==> src/rtl/mem_arbiter.sv <==
// Two-port memory arbiter: instruction fetch and data access share one
// single-command-per-cycle memory port. Data wins contention, but an
// instruction request that has lost STARVE_MAX times in a row is forced through.
// Read responses return one cycle after the grant and are routed by a tag.
module mem_arbiter #(
  parameter int WORD_LEN   = 32,
  parameter int STARVE_MAX = 3
) (
  input  logic                clk,
  input  logic                rst,
  input  logic                i_req,
  input  logic [WORD_LEN-1:0] i_addr,
  output logic                i_gnt,
  output logic                i_rvalid,
  output logic [WORD_LEN-1:0] i_rdata,
  input  logic                d_req,
  input  logic [WORD_LEN-1:0] d_addr,
  input  logic                d_wen,
  input  logic [WORD_LEN-1:0] d_wdata,
  output logic                d_gnt,
  output logic                d_rvalid,
  output logic [WORD_LEN-1:0] d_rdata,
  input  logic                m_ready,
  output logic                m_en,
  output logic [WORD_LEN-1:0] m_addr,
  output logic                m_wen,
  output logic [WORD_LEN-1:0] m_wdata,
  input  logic [WORD_LEN-1:0] m_rdata
);

  localparam int SW = (STARVE_MAX < 1) ? 1 : $clog2(STARVE_MAX + 1);
  localparam logic [SW-1:0] STARVE_LIM = SW'(STARVE_MAX);

  logic [SW-1:0] starve_cnt;
  logic          tag_vld;   // a read response is due this cycle
  logic          tag_own;   // 1 = data port owns it, 0 = instruction port
  logic          i_starved;

  assign i_starved = (starve_cnt == STARVE_LIM);

  // Pick at most one winner; nothing is granted while memory is busy or in reset.
  always_comb begin
    i_gnt = 1'b0;
    d_gnt = 1'b0;
    if (!rst && m_ready) begin
      if (i_req && (!d_req || i_starved)) i_gnt = 1'b1;
      else if (d_req)                     d_gnt = 1'b1;
    end
  end

  // Steer the winner's command onto the memory port; idle port drives zeros.
  always_comb begin
    m_en    = i_gnt | d_gnt;
    m_addr  = '0;
    m_wen   = 1'b0;
    m_wdata = '0;
    if (i_gnt) begin
      m_addr = i_addr;
    end else if (d_gnt) begin
      m_addr  = d_addr;
      m_wen   = d_wen;
      m_wdata = d_wdata;
    end
  end

  // Count consecutive losses of a waiting fetch to data; a stalled memory freezes it.
  always_ff @(posedge clk) begin
    if (rst)
      starve_cnt <= '0;
    else if (!i_req || i_gnt)
      starve_cnt <= '0;
    else if (m_ready && d_gnt && !i_starved)
      starve_cnt <= starve_cnt + SW'(1);
  end

  // Remember who owns the read issued this cycle; stores complete at grant.
  always_ff @(posedge clk) begin
    if (rst) begin
      tag_vld <= 1'b0;
      tag_own <= 1'b0;
    end else begin
      tag_vld <= i_gnt | (d_gnt & ~d_wen);
      tag_own <= d_gnt;
    end
  end

  // Route returning read data to its owner; the other port reads zero.
  always_comb begin
    i_rvalid = !rst && tag_vld && !tag_own;
    d_rvalid = !rst && tag_vld &&  tag_own;
    i_rdata  = i_rvalid ? m_rdata : '0;
    d_rdata  = d_rvalid ? m_rdata : '0;
  end

endmodule

==> config.mk <==
export PLATFORM = sky130hd
export DESIGN_NAME = mem_arbiter
export DESIGN_NICKNAME = d
export VERILOG_FILES = /design/src/rtl/mem_arbiter.sv
export SDC_FILE = /design/constraint.sdc
export NUM_CORES = 1
export LEC_CHECK = 0
export CORE_AREA = 2 2 103 105
export CTS_BUF_LIST = sky130_fd_sc_hd__clkbuf_8
export CTS_CLUSTER_DIAMETER = 50
export CTS_CLUSTER_SIZE = 25
export DETAILED_ROUTE_END_ITERATION = 6
export DIE_AREA = 0 0 105 107
export DONT_BUFFER_PORTS = 1
export PLACE_DENSITY = 0.3
export SYNTH_ARGS = -nofsm -noshare
export SYNTH_HDL_FRONTEND = slang
export SYNTH_SLANG_ARGS = --single-unit
==> constraint.sdc <==
create_clock -name clk -period 2.7 [get_ports clk]
set_input_delay 0.54 -clock clk [delete_from_list [all_inputs] [get_ports clk]]
set_output_delay 0.54 -clock clk [all_outputs]
set_load 0.1 [all_outputs]
==> impl_metrics.json, run 1 <==
{
  "nNetsFinal": 428,
  "syn_to_final_growth_pct": 226,
  "p_per_area_nw_per_um2": 196,
  "yosys_warnings": 0,
  "place_congestion": 0.732,
  "tightest_slew_ns": 0.485,
  "cp.arrival_ns": 1.98,
  "initial_core_util": 0.122,
  "yosysSeqAreaShare": 0.0650,
  "crit_required_ns": 2.16,
  "wl_per_cell_um": 16.3,
  "relSlewSlack": 0.677,
  "worstSetupStartpointType": "register",
  "synth_area_per_cell_um2": 7.34,
  "hpwlAfterDp_um": 6270,
  "crit_slowest_cell": "dfxtp_1",
  "grt_pass1_vias": 1767,
  "syn_inst": 168,
  "die_h_um": 107,
  "drive_gt1_frac": 0.588,
  "utilization": 0.399,
  "vdd_ir_drop_max_v": 0.000186,
  "synth_area_leaders": "and2_1 (49%), a22o_1 (23%), dfxtp_1 (6.5%)",
  "path_cells": "ha_1 -> nor2b_4 -> and3b_2 -> buf_4 -> a22o_1 -> buf_12",
  "rsz0062_at_grt": "no",
  "routed_wirelength_um": 6960,
  "viasPerCell": 4.15,
  "finalCriticalPeriod_ns": 2.52,
  "rows": 37,
  "antenna_left": 0,
  "outcome": "finished clean",
  "cts_sinks": 4,
  "clk_path_buf_depth": 2,
  "final_common_cell": "buf_12",
  "post_cts_resized": 0,
  "drc": 0,
  "num_vias": 1771,
  "clk_latency_ns": 0.21,
  "min_path_type": "primary input to register",
  "synth-seq-cells": 4,
  "antenna_cells": 0,
  "fp.coreArea_um2": 10100,
  "antenna_found_initial": 0,
  "grt_usage": 0.113,
  "crit_path_max_fanout": 34,
  "grt_max_degree": 67,
  "post_cts_buffers": 0,
  "critPathMaxStageDelay_ns": 0.35,
  "ios": 268,
  "drtIter0Drc": 61,
  "cts_tree": "built",
  "total_power_w": 0.000788,
  "critPathCaptureType": "output pin",
  "hold_violations": 0,
  "cts_made_buffers": 3,
  "grt_pass1_wl_um": 10300,
  "fin_skew_ns": 0.00142,
  "synth_top_area_frac": 0.492,
  "die_x_um": 105,
  "clkTransAtPathRegs_ns": 0.03,
  "period_share": 0.932,
  "yosysTopAreaCell": "and2_1",
  "drv_cap": 0,
  "cts_root_buf": "clkbuf_8",
  "final_cell_mix": "buf_12 (130), and2_1 (71), a22o_1 (32)",
  "ys_types": 19,
  "io_buffers": 0,
  "finalSetupViolations": 0,
  "hold_buffers": 0,
  "n_fill_cell": 972,
  "grt-ovfl-total": 0,
  "dr.pass1.iters": 4,
  "seq_area_um2": 80.1,
  "syn_nets": 303,
  "die_area_um2": 11200,
  "leakage_nw": 1.65,
  "htreeDepth": 1,
  "multi_input_area_um2": 1080,
  "drv_slew": 0,
  "path_class": "register to output pin",
  "syn-cell-area_um2": 1230,
  "fmax_mhz": 397
}
==> layout make-up <==
type / instances / area share
well taps: 136 / 0.0423
repair buffers: 137 / 0.660
multi-input cells: 147 / 0.267
flip-flops and latches: 4 / 0.0199
clock buffers: 3 / 0.0103
==> synth_stat cells <==
library cell and instances:
nand3_1 1, nand3b_1 2, o21a_1 1, and2_1 97, a21oi_2 1, buf_4 2
a22o_1 32, and3b_1 2, clkbuf_1 7, nor3b_2 1, a21oi_1 3, nand2b_1 3
nor2b_1 1, ha_1 1, o21bai_1 1, nor2b_4 1, dfxtp_1 4, buf_2 1
buf_6 7
==> registers in the layout (all words and copies together) (netlist names) <==
name and flops:
starve_cnt 2, tag_own 1, tag_vld 1
==> metrics by stage <==
stage | area (um^2) | TNS [ns] | setup slack, ns | std cells | hold WS, ns
after floorplan | 1270 | -0.0295 | -0.0295 | 168 | 0.451
after global placement | 3980 | 0 | 0.470 | 424 | 0.470
after detailed placement | 3980 | 0 | 0.414 | 424 | 0.476
after CTS | 4020 | 0 | 0.182 | 427 | 0.419
after global routing | 4020 | 0 | 0.0832 | 427 | 0.430
final | 4020 | 0 | 0.184 | 427 | 0.426
==> routing by layer <==
layer | track usage | vias up | routed length (um)
met5 | 0 | - | 0
met4 | 0.00286 | 0 | 0
li1 | - | 813 | -
met2 | 0.224 | 149 | 3790
met1 | 0.117 | 809 | 2280
met3 | 0.0444 | 0 | 891
==> worst max-delay path, delay by kind of cell, from the launching register on <==
kind	cells	cell delay [ns]
AO/OA/AOI/OAI	1	0.29
flip-flops	1	0.35
adder cells (fa/ha/maj)	1	0.29
buffers and inverters	2	0.52
AND/OR/NAND/NOR	2	0.29
==> path summary, 6_finish.rpt <==
check           startpoint       endpoint  slack [ns]  cells after the start
max          starve_cnt[0]      m_addr[2]        0.18                      6
min                  i_req        tag_own        0.43                      1
max reg2reg  starve_cnt[0]        tag_vld        1.20                      5
min reg2reg  starve_cnt[1]  starve_cnt[1]        0.48                      2
==> power by group <==
group | switching, W | leakage, nW | internal, W | total, W
registers | 0.00000133 | 0.0326 | 0.0000615 | 0.0000628
clock network | 0.0000253 | 0.0216 | 0.0000945 | 0.000120
logic | 0.000405 | 1.59 | 0.000200 | 0.000605
total | 0.000432 | 1.65 | 0.000356 | 0.000788
==> cells by family after synthesis <==
logic type,after synthesis,synth area share
compound gates,38,0.259
fa+ha+maj,1,0.0102
simple gates,108,0.564
flops,4,0.0650
buf+inv,17,0.102
No activity file was read; power rests on OpenSTA's default activity.
==> run 2: changes to the inputs <==
--- a/config.mk
+++ b/config.mk
@@ -5,12 +5,12 @@
 export SDC_FILE = /design/constraint.sdc
 export NUM_CORES = 1
 export LEC_CHECK = 0
-export CORE_AREA = 2 2 103 105
+export CORE_AREA = 2 2 105 107
 export CTS_BUF_LIST = sky130_fd_sc_hd__clkbuf_8
 export CTS_CLUSTER_DIAMETER = 50
 export CTS_CLUSTER_SIZE = 25
 export DETAILED_ROUTE_END_ITERATION = 6
-export DIE_AREA = 0 0 105 107
+export DIE_AREA = 0 0 107 109
 export DONT_BUFFER_PORTS = 1
 export PLACE_DENSITY = 0.3
 export SYNTH_ARGS = -nofsm -noshare
==> impl_metrics.json, run 2 (synthesized netlist as in run 1, its figures left out) <==
{
  "worstSetupStartpointType": "register",
  "syn_to_final_growth_pct": 228,
  "fmax_mhz": 415,
  "dr.pass1.iters": 4,
  "p_per_area_nw_per_um2": 196,
  "die_area_um2": 11700,
  "min_from": "i_req",
  "htreeDepth": 1,
  "rows": 38,
  "rrSetupSlack_ns": 1.26,
  "final_common_cell": "buf_12",
  "routed_wirelength_um": 7080,
  "cp.arrival_ns": 1.87,
  "critPathLaunch": "starve_cnt[0]",
  "drtIter0Drc": 95,
  "path_cells": "ha_1 -> nor2b_4 -> and3b_2 -> buf_12 -> a22o_1 -> buf_12",
  "grt_max_degree": 67,
  "total_power_w": 0.000791,
  "antenna_found_initial": 0,
  "leakage_nw": 1.65,
  "post_cts_buffers": 0,
  "grt_usage": 0.109,
  "rsz0062_at_grt": "no",
  "relSlewSlack": 0.657,
  "largest_reg_flops": 2,
  "cp.depth": 6,
  "vdd_ir_drop_max_v": 0.000192,
  "hpwlAfterDp_um": 6290,
  "die_h_um": 109,
  "post_cts_resized": 0,
  "drv_slew": 0,
  "viasPerCell": 3.96,
  "crit_slowest_cell": "dfxtp_1",
  "grt-ovfl-total": 0,
  "rr_worst_depth": 5,
  "drive_gt1_frac": 0.588,
  "crit_family": "simple AND/OR/NAND/NOR gates",
  "period_share": 0.892,
  "io_buffers": 0,
  "final_area_um2": 4040,
  "r2r-end": "tag_vld",
  "final_cell_mix": "buf_12 (131), and2_1 (71), a22o_1 (32)",
  "met2_usage": 0.201,
  "path_class": "register to output pin",
  "nNetsFinal": 428,
  "grt_pass1_vias": 1706,
  "finalSetupViolations": 0,
  "path_buf_inv": 2,
  "drv_cap": 0,
  "cts_made_buffers": 3,
  "grt_pass1_wl_um": 9940,
  "grt_util_met1": 0.118,
  "cts_tree": "built",
  "initial_core_util": 0.116,
  "crit_required_ns": 2.16,
  "clk_path_buf_depth": 2,
  "num_vias": 1707,
  "crit_path_max_fanout": 34,
  "fin_skew_ns": 0.00112,
  "path_common_cell": "buf_12",
  "critPathCaptureType": "output pin",
  "tightest_slew_ns": 0.515,
  "place_congestion": 0.983,
  "r2r_start": "starve_cnt[0]",
  "antenna_cells": 0,
  "regMostFlops": "starve_cnt",
  "clkTransAtPathRegs_ns": 0.03,
  "die_x_um": 107,
  "critPathMaxStageDelay_ns": 0.32,
  "ios": 268,
  "grt_util_met3": 0.0448,
  "crit_end": "m_addr[26]",
  "clk_latency_ns": 0.21,
  "fp.coreArea_um2": 10600,
  "antenna_left": 0,
  "busiest_layer": "met2",
  "outcome": "finished clean",
  "tns_ns": 0,
  "finalCriticalPeriod_ns": 2.41,
  "cts_root_buf": "clkbuf_8",
  "drc": 0,
  "largestRegisters": "starve_cnt: 2 flops, tag_own: 1 flops, tag_vld: 1 flops",
  "min_path_type": "primary input to register",
  "hold_buffers": 0,
  "wl_per_cell_um": 16.4,
  "cts_sinks": 4,
  "post_dp_cell_area_um2": 4000,
  "hold_violations": 0
}
## run 2: cell counts in the layout (fill, tap and decap cells not counted)
No cell type changed its count.
## run 2: where the power goes
part | internal (W) | switching [W] | total, W
Sequential | 0.0000615 | 0.00000128 | 0.0000628
Combinational | 0.000201 | 0.000407 | 0.000608
Clock | 0.0000946 | 0.0000263 | 0.000121
## run 2: how the worst min path moves through the flow
stage               endpoint  slack, ns  depth (start not counted)
3_3_place_gp   starve_cnt[1]       0.46                          2
3_5_place_dp   starve_cnt[1]       0.47                          2
6_report             tag_own       0.43                          1
2_1_floorplan  starve_cnt[1]       0.45                          2
5_1_grt              tag_own       0.43                          1
4_1_cts              tag_own       0.42                          1
## run 2: final cells by class
class / count / area (um^2)
fill: 1011 / 6560
multi-input combinational: 147 / 1080
sequential: 4 / 80.1
tap: 140 / 175
clock buffer: 3 / 41.3
timing repair buffer: 137 / 2670
## run 2: routing by layer
layer,vias to the layer above,share of wire
li1,814,-
met1,771,0.33
met2,114,0.55
met3,8,0.11
met4,0,0.011
met5,-,0
## run 2: worst reg2reg max path, stage by stage, from the launching register on
cell	delay, ns
dfxtp_1	0.32
ha_1	0.29
nor2b_4	0.15
and3b_2	0.23
buf_12	0.16
o21bai_1	0.16
## run 2: through the flow
step                      instances  setup slack (ns)   util  hold WS, ns
after floorplan                 168           -0.0295      -        0.451
after global placement          428             0.514  0.377        0.462
after detailed placement        428             0.493  0.377        0.472
after CTS                       431             0.277  0.381        0.423
after global routing            431             0.209  0.381        0.432
final                           431             0.292  0.381        0.427
